## config.mk

```make
export PLATFORM = sky130hd
export DESIGN_NAME = sl_tx_scheduler
export DESIGN_NICKNAME = d
export VERILOG_FILES = /design/src/rtl/sl_tx_scheduler.sv
export SDC_FILE = /design/constraint.sdc
export NUM_CORES = 1
export LEC_CHECK = 0
export ABC_AREA = 0
export CAP_MARGIN = 20
export CORE_UTILIZATION = 40
export CTS_CLUSTER_SIZE = 16
export DETAILED_ROUTE_END_ITERATION = 10
export PLACE_DENSITY = 0.84
export SLEW_MARGIN = 20
export SYNTH_ARGS = -nofsm -noshare
export SYNTH_HDL_FRONTEND = slang
export SYNTH_SLANG_ARGS = --single-unit
```

## constraint.sdc

```tcl
create_clock -name clk -period 4.65 [get_ports clk]
set_clock_uncertainty 0.15 [all_clocks]
set_input_delay 0.93 -clock clk [delete_from_list [all_inputs] [get_ports clk]]
set_output_delay 0.93 -clock clk [all_outputs]
set_load 0.05 [all_outputs]
```

## src/rtl/sl_tx_scheduler.sv

```systemverilog
// Round-robin scheduler sharing one serial-link transmitter between NREQ requesters,
// with start-timeout supervision, a programmable inter-word gap and per-requester ack.
module sl_tx_scheduler #(
    parameter int NREQ    = 4,
    parameter int TIMEOUT = 64,
    parameter int CNTW    = 16
) (
    input  logic                    clk,
    input  logic                    reset_n,
    input  logic [NREQ-1:0]         req,
    input  logic [NREQ*32-1:0]      req_data,
    input  logic [NREQ*2-1:0]       req_mode,
    input  logic [7:0]              gap_len,
    output logic [NREQ-1:0]         ack,
    output logic                    err,
    output logic [$clog2(NREQ)-1:0] grant_id,
    output logic                    busy,
    output logic [CNTW-1:0]         sent_cnt,
    input  logic                    tx_ready,
    output logic                    tx_enable,
    output logic [31:0]             tx_data,
    output logic [1:0]              tx_mode
);
    localparam int IDW = $clog2(NREQ);
    localparam int TW  = (TIMEOUT > 1) ? $clog2(TIMEOUT) : 1;

    typedef enum logic [2:0] {
        S_IDLE,
        S_LAUNCH,
        S_WAIT_BUSY,
        S_WAIT_DONE,
        S_GAP
    } state_t;

    state_t          state_q, state_d;
    logic [IDW-1:0]  ptr_q, ptr_d;
    logic [IDW-1:0]  grant_id_q, grant_id_d;
    logic [TW-1:0]   timer_q, timer_d;
    logic [7:0]      gap_q, gap_d;
    logic [CNTW-1:0] sent_cnt_q, sent_cnt_d;
    logic [NREQ-1:0] ack_q, ack_d;
    logic            err_q, err_d;
    logic            busy_q, busy_d;
    logic            tx_enable_q, tx_enable_d;
    logic [31:0]     tx_data_q, tx_data_d;
    logic [1:0]      tx_mode_q, tx_mode_d;

    logic            found;
    logic [IDW-1:0]  winner;
    int unsigned     cand;
    logic [31:0]     sel_data;
    logic [1:0]      sel_mode;

    // First set request after the last winner, wrapping modulo NREQ.
    always_comb begin
        found    = 1'b0;
        winner   = '0;
        cand     = 0;
        sel_data = '0;
        sel_mode = '0;
        for (int unsigned k = 1; k <= NREQ; k++) begin
            cand = (32'(ptr_q) + k) % NREQ;
            if (!found && req[IDW'(cand)]) begin
                found  = 1'b1;
                winner = IDW'(cand);
            end
        end
        for (int unsigned i = 0; i < NREQ; i++) begin
            if (winner == IDW'(i)) begin
                sel_data = req_data[32*i +: 32];
                sel_mode = req_mode[2*i +: 2];
            end
        end
    end

    always_comb begin
        state_d     = state_q;
        ptr_d       = ptr_q;
        grant_id_d  = grant_id_q;
        timer_d     = timer_q;
        gap_d       = gap_q;
        sent_cnt_d  = sent_cnt_q;
        tx_data_d   = tx_data_q;
        tx_mode_d   = tx_mode_q;
        ack_d       = '0;
        err_d       = 1'b0;
        tx_enable_d = 1'b0;

        case (state_q)
            S_IDLE: begin
                if (tx_ready && found) begin
                    ptr_d      = winner;
                    grant_id_d = winner;
                    tx_data_d  = sel_data;
                    tx_mode_d  = (sel_mode == 2'b11) ? 2'b10 : sel_mode;
                    state_d    = S_LAUNCH;
                end
            end
            S_LAUNCH: begin
                tx_enable_d = 1'b1;
                timer_d     = '0;
                state_d     = S_WAIT_BUSY;
            end
            S_WAIT_BUSY: begin
                if (!tx_ready) begin
                    state_d = S_WAIT_DONE;
                end else if (timer_q == TW'(TIMEOUT - 1)) begin
                    ack_d[grant_id_q] = 1'b1;
                    err_d             = 1'b1;
                    gap_d             = gap_len;
                    state_d           = S_GAP;
                end else begin
                    timer_d = timer_q + TW'(1);
                end
            end
            S_WAIT_DONE: begin
                if (tx_ready) begin
                    ack_d[grant_id_q] = 1'b1;
                    sent_cnt_d        = sent_cnt_q + CNTW'(1);
                    gap_d             = gap_len;
                    state_d           = S_GAP;
                end
            end
            S_GAP: begin
                // gap_len of 0 and 1 both leave a single GAP cycle
                if (gap_q <= 8'd1) begin
                    state_d = S_IDLE;
                end else begin
                    gap_d = gap_q - 8'd1;
                end
            end
            default: state_d = S_IDLE;
        endcase

        busy_d = (state_d != S_IDLE);
    end

    always_ff @(posedge clk) begin
        if (!reset_n) begin
            state_q     <= S_IDLE;
            ptr_q       <= IDW'(NREQ - 1);
            grant_id_q  <= '0;
            timer_q     <= '0;
            gap_q       <= '0;
            sent_cnt_q  <= '0;
            ack_q       <= '0;
            err_q       <= 1'b0;
            busy_q      <= 1'b0;
            tx_enable_q <= 1'b0;
            tx_data_q   <= '0;
            tx_mode_q   <= '0;
        end else begin
            state_q     <= state_d;
            ptr_q       <= ptr_d;
            grant_id_q  <= grant_id_d;
            timer_q     <= timer_d;
            gap_q       <= gap_d;
            sent_cnt_q  <= sent_cnt_d;
            ack_q       <= ack_d;
            err_q       <= err_d;
            busy_q      <= busy_d;
            tx_enable_q <= tx_enable_d;
            tx_data_q   <= tx_data_d;
            tx_mode_q   <= tx_mode_d;
        end
    end

    assign ack       = ack_q;
    assign err       = err_q;
    assign grant_id  = grant_id_q;
    assign busy      = busy_q;
    assign sent_cnt  = sent_cnt_q;
    assign tx_enable = tx_enable_q;
    assign tx_data   = tx_data_q;
    assign tx_mode   = tx_mode_q;

endmodule
```

==> metrics.cfg <==
[route]
drt_pass1_iterations=6
drtAntennaViolNets=0
drt-vias-per-instance=5.55
route.detailed.drc=0
routed_wirelength_mm=13.7
drt-wirelength-per-cell_um=17.2
routed-via-count=4424
dr.first_iter.drc_count=206

[critical_path]
start_kind=input pin
cp_max_fo=32
cp-end-kind=flop
timing.critical_path.arrival_ps=3170
critPathRequiredTime_ps=4730
crit_type=input pin to flop

[floorplan]
die-width_um=106
dieArea_mm2=0.0112
row_count=37
die_h_um=106
num_io_pins=210
initial_core_util_pct=41.5
fp.coreArea_mm2=0.0104

[status]
outcome=completed

[timing]
period_minus_slack_ps=3090
report.final.slew_viol_count=0
min_period_over_period_pct=66.5
max_slew.worst_pin.slew_ps=749
fin_tns_setup_ps=0
rsz0062_at_grt=false
max_slew_margin_pct=49.9
number_of_hold_violations_in_the_final_report=0
timing.final.setup_violations=0
timing.fmax_ghz=0.324

[synthesis]
synth_fp_nets=621
synth.ff_latch_count=78
syn_area_per_cell_um2=9.23
asr_flop_ratio_synth_pct=0
syn-cell-area_mm2=0.00430
synth-warning-count=0
synth_seq_area_share_pct=36.3
synthesis.instances=466
synth.lib_cells_used.distinct=59
ys.flop_type=sky130_fd_sc_hd__dfxtp_1
synth_enable_flop_cells=0

[cells_and_area]
layout-area-overhead-vs-synth_pct=53.2
count_of_filler_cells_inserted_in_the_layout=862
post_layout_utilization_of_the_core_pct=63.6
fin_nets=811
antenna_diode_count=0
post_route_cells_drive_above_1_share_pct=6.05

[place]
port_buffers=209
hpwlAfterDp_mm=10.5
gp_congestion=0.908

[clocking]
cts_hold_repair.buffers=0
clk_transition_reported_paths_ps=80
clock-root-buffer=sky130_fd_sc_hd__clkbuf_8
numClockSinks=78
cts_post_setup_buffers_inserted=0
cts_buffers=9
clock_tree.htree_level_count=3
cts_tree=yes
cts_repair_resize_count=0
cts_buffer_depth=2
clkLatencyLatePin_ps=340

[grt]
grt_pass1_vias=4383
global_route.usage.total_pct=24.5
grt_first_pass_wirelength_mm=21.6
number_of_antenna_violations_at_the_first_check_in_global_routing=0
grt_start_max_net_pins=43
grt_overflow_total=0

[pwr]
irDropWorstVdd_uv=144
cellPowerDensity_mw_per_mm2=282
p_leak_nw=2.70

[hold_path]
holdCritPathClass=flop to flop

[run]
max_cap_violations=0

## cell usage in the layout (no fill, tap or decap), drive strengths merged, types with 13 or more instances in the layout
cell type	count
a21oi	16
a221oi	33
and2	19
clkdlybuf4s50	208
dfxtp	78
mux2i	35
nand2	28
nor2	24
o211a	34
o21ai	54
xnor2	13
## critical path: stages
cell                              delay (ps)
sky130_fd_sc_hd__clkdlybuf4s50_1         550
sky130_fd_sc_hd__nor2_2                  220
sky130_fd_sc_hd__o32ai_1                 120
sky130_fd_sc_hd__a311oi_4                420
sky130_fd_sc_hd__buf_12                  290
sky130_fd_sc_hd__mux2_1                  350
sky130_fd_sc_hd__o2111ai_1               180
sky130_fd_sc_hd__o21ai_1                  70
## final timing paths
check	to	cells after the start	slack, ps	from
min	tx_mode[0]$_SDFFE_PN0P_	2	310	tx_mode[0]$_SDFFE_PN0P_
max reg2reg	tx_mode[0]$_SDFFE_PN0P_	7	2330	ptr_q[0]$_SDFFE_PN1P_
max	tx_mode[0]$_SDFFE_PN0P_	8	1560	req[1]
min reg2reg	tx_mode[0]$_SDFFE_PN0P_	2	310	tx_mode[0]$_SDFFE_PN0P_
## area by class of cell
cell class	instances	area (um2)	share of cell area [%]
Tap cell	136	170	2.58
Multi-Input combinational cell	344	2510	38.1
Clock buffer	10	138	2.09
Inverter	8	30.0	0.455
Sequential cell	78	1560	23.7
Clock inverter	6	37.5	0.569
Timing Repair Buffer	215	2140	32.5
## through the flow
step	setup slack [ps]	hold slack [ps]	std cells	area [um2]	power [mW]
after detailed placement	1220	307	781	6420	1.41
after floorplan	2160	305	466	4300	1.15
after global placement	1290	315	781	6420	1.40
final	1560	314	797	6590	1.86
after global routing	1370	351	797	6590	1.94
after CTS	1590	319	797	6590	1.87
## per-layer routing
layer  track usage (%)  share of wire, %  vias to the layer above  routed length [um]
met3              6.80               7.4                       24                1020
met4              9.72               2.7                        0                 366
met1              26.8                38                     2074                5250
met5                 0                 0                        -                   0
met2              44.4                52                      195                7090
li1                  -                 -                     2131                   -
## synth_stat cells (2+ instances only)
cell / n / area [um2]
sky130_fd_sc_hd__a21boi_0: 5 / 37.5
sky130_fd_sc_hd__a21boi_1: 2 / 15.0
sky130_fd_sc_hd__a21oi_1: 15 / 75.1
sky130_fd_sc_hd__a221oi_1: 32 / 280
sky130_fd_sc_hd__a22oi_1: 3 / 22.5
sky130_fd_sc_hd__and2_1: 19 / 119
sky130_fd_sc_hd__and3_1: 5 / 31.3
sky130_fd_sc_hd__and4_1: 2 / 17.5
sky130_fd_sc_hd__buf_12: 3 / 60.1
sky130_fd_sc_hd__buf_2: 8 / 40.0
sky130_fd_sc_hd__buf_6: 5 / 56.3
sky130_fd_sc_hd__clkbuf_1: 19 / 71.3
sky130_fd_sc_hd__dfxtp_1: 78 / 1560
sky130_fd_sc_hd__ha_1: 4 / 50.1
sky130_fd_sc_hd__inv_1: 7 / 26.3
sky130_fd_sc_hd__mux2i_1: 35 / 350
sky130_fd_sc_hd__nand2_1: 27 / 101
sky130_fd_sc_hd__nand2b_1: 4 / 25.0
sky130_fd_sc_hd__nand3_1: 10 / 50.1
sky130_fd_sc_hd__nand3b_1: 2 / 15.0
sky130_fd_sc_hd__nand4_1: 5 / 31.3
sky130_fd_sc_hd__nor2_1: 23 / 86.3
sky130_fd_sc_hd__nor2b_1: 4 / 25.0
sky130_fd_sc_hd__nor3_1: 5 / 25.0
sky130_fd_sc_hd__nor3b_1: 4 / 30.0
sky130_fd_sc_hd__o211a_1: 34 / 340
sky130_fd_sc_hd__o211ai_1: 5 / 37.5
sky130_fd_sc_hd__o21a_1: 2 / 15.0
sky130_fd_sc_hd__o21ai_0: 16 / 80.1
sky130_fd_sc_hd__o21ai_1: 37 / 185
sky130_fd_sc_hd__o22ai_1: 2 / 12.5
sky130_fd_sc_hd__or3_1: 3 / 18.8
sky130_fd_sc_hd__xnor2_1: 13 / 114
sky130_fd_sc_hd__xor2_1: 3 / 26.3
## where the power goes
| part | switching, mW | internal [mW] |
|---|---|---|
| Sequential | 0.0362 | 0.713 |
| Clock | 0.254 | 0.206 |
| Combinational | 0.355 | 0.296 |
## logic make-up after synthesis
group	Yosys count	share of synthesized area, %
and+or+nand+nor	123	15.8
adders and majority gates	4	1.16
AOI/OAI and AO/OA	165	28.9
DFF	78	36.3
muxes	36	8.40
buffers and inverters	44	6.16
xor gates and xnor gates	16	3.26
## flip-flops by register name, indices dropped and copies added (netlist names), 3 cells and up
register / cells
tx_data: 32
timer_q: 6
sent_cnt: 16
ack: 4
gap_q: 8
state_q: 3
(Power assumes the default switching activity.)
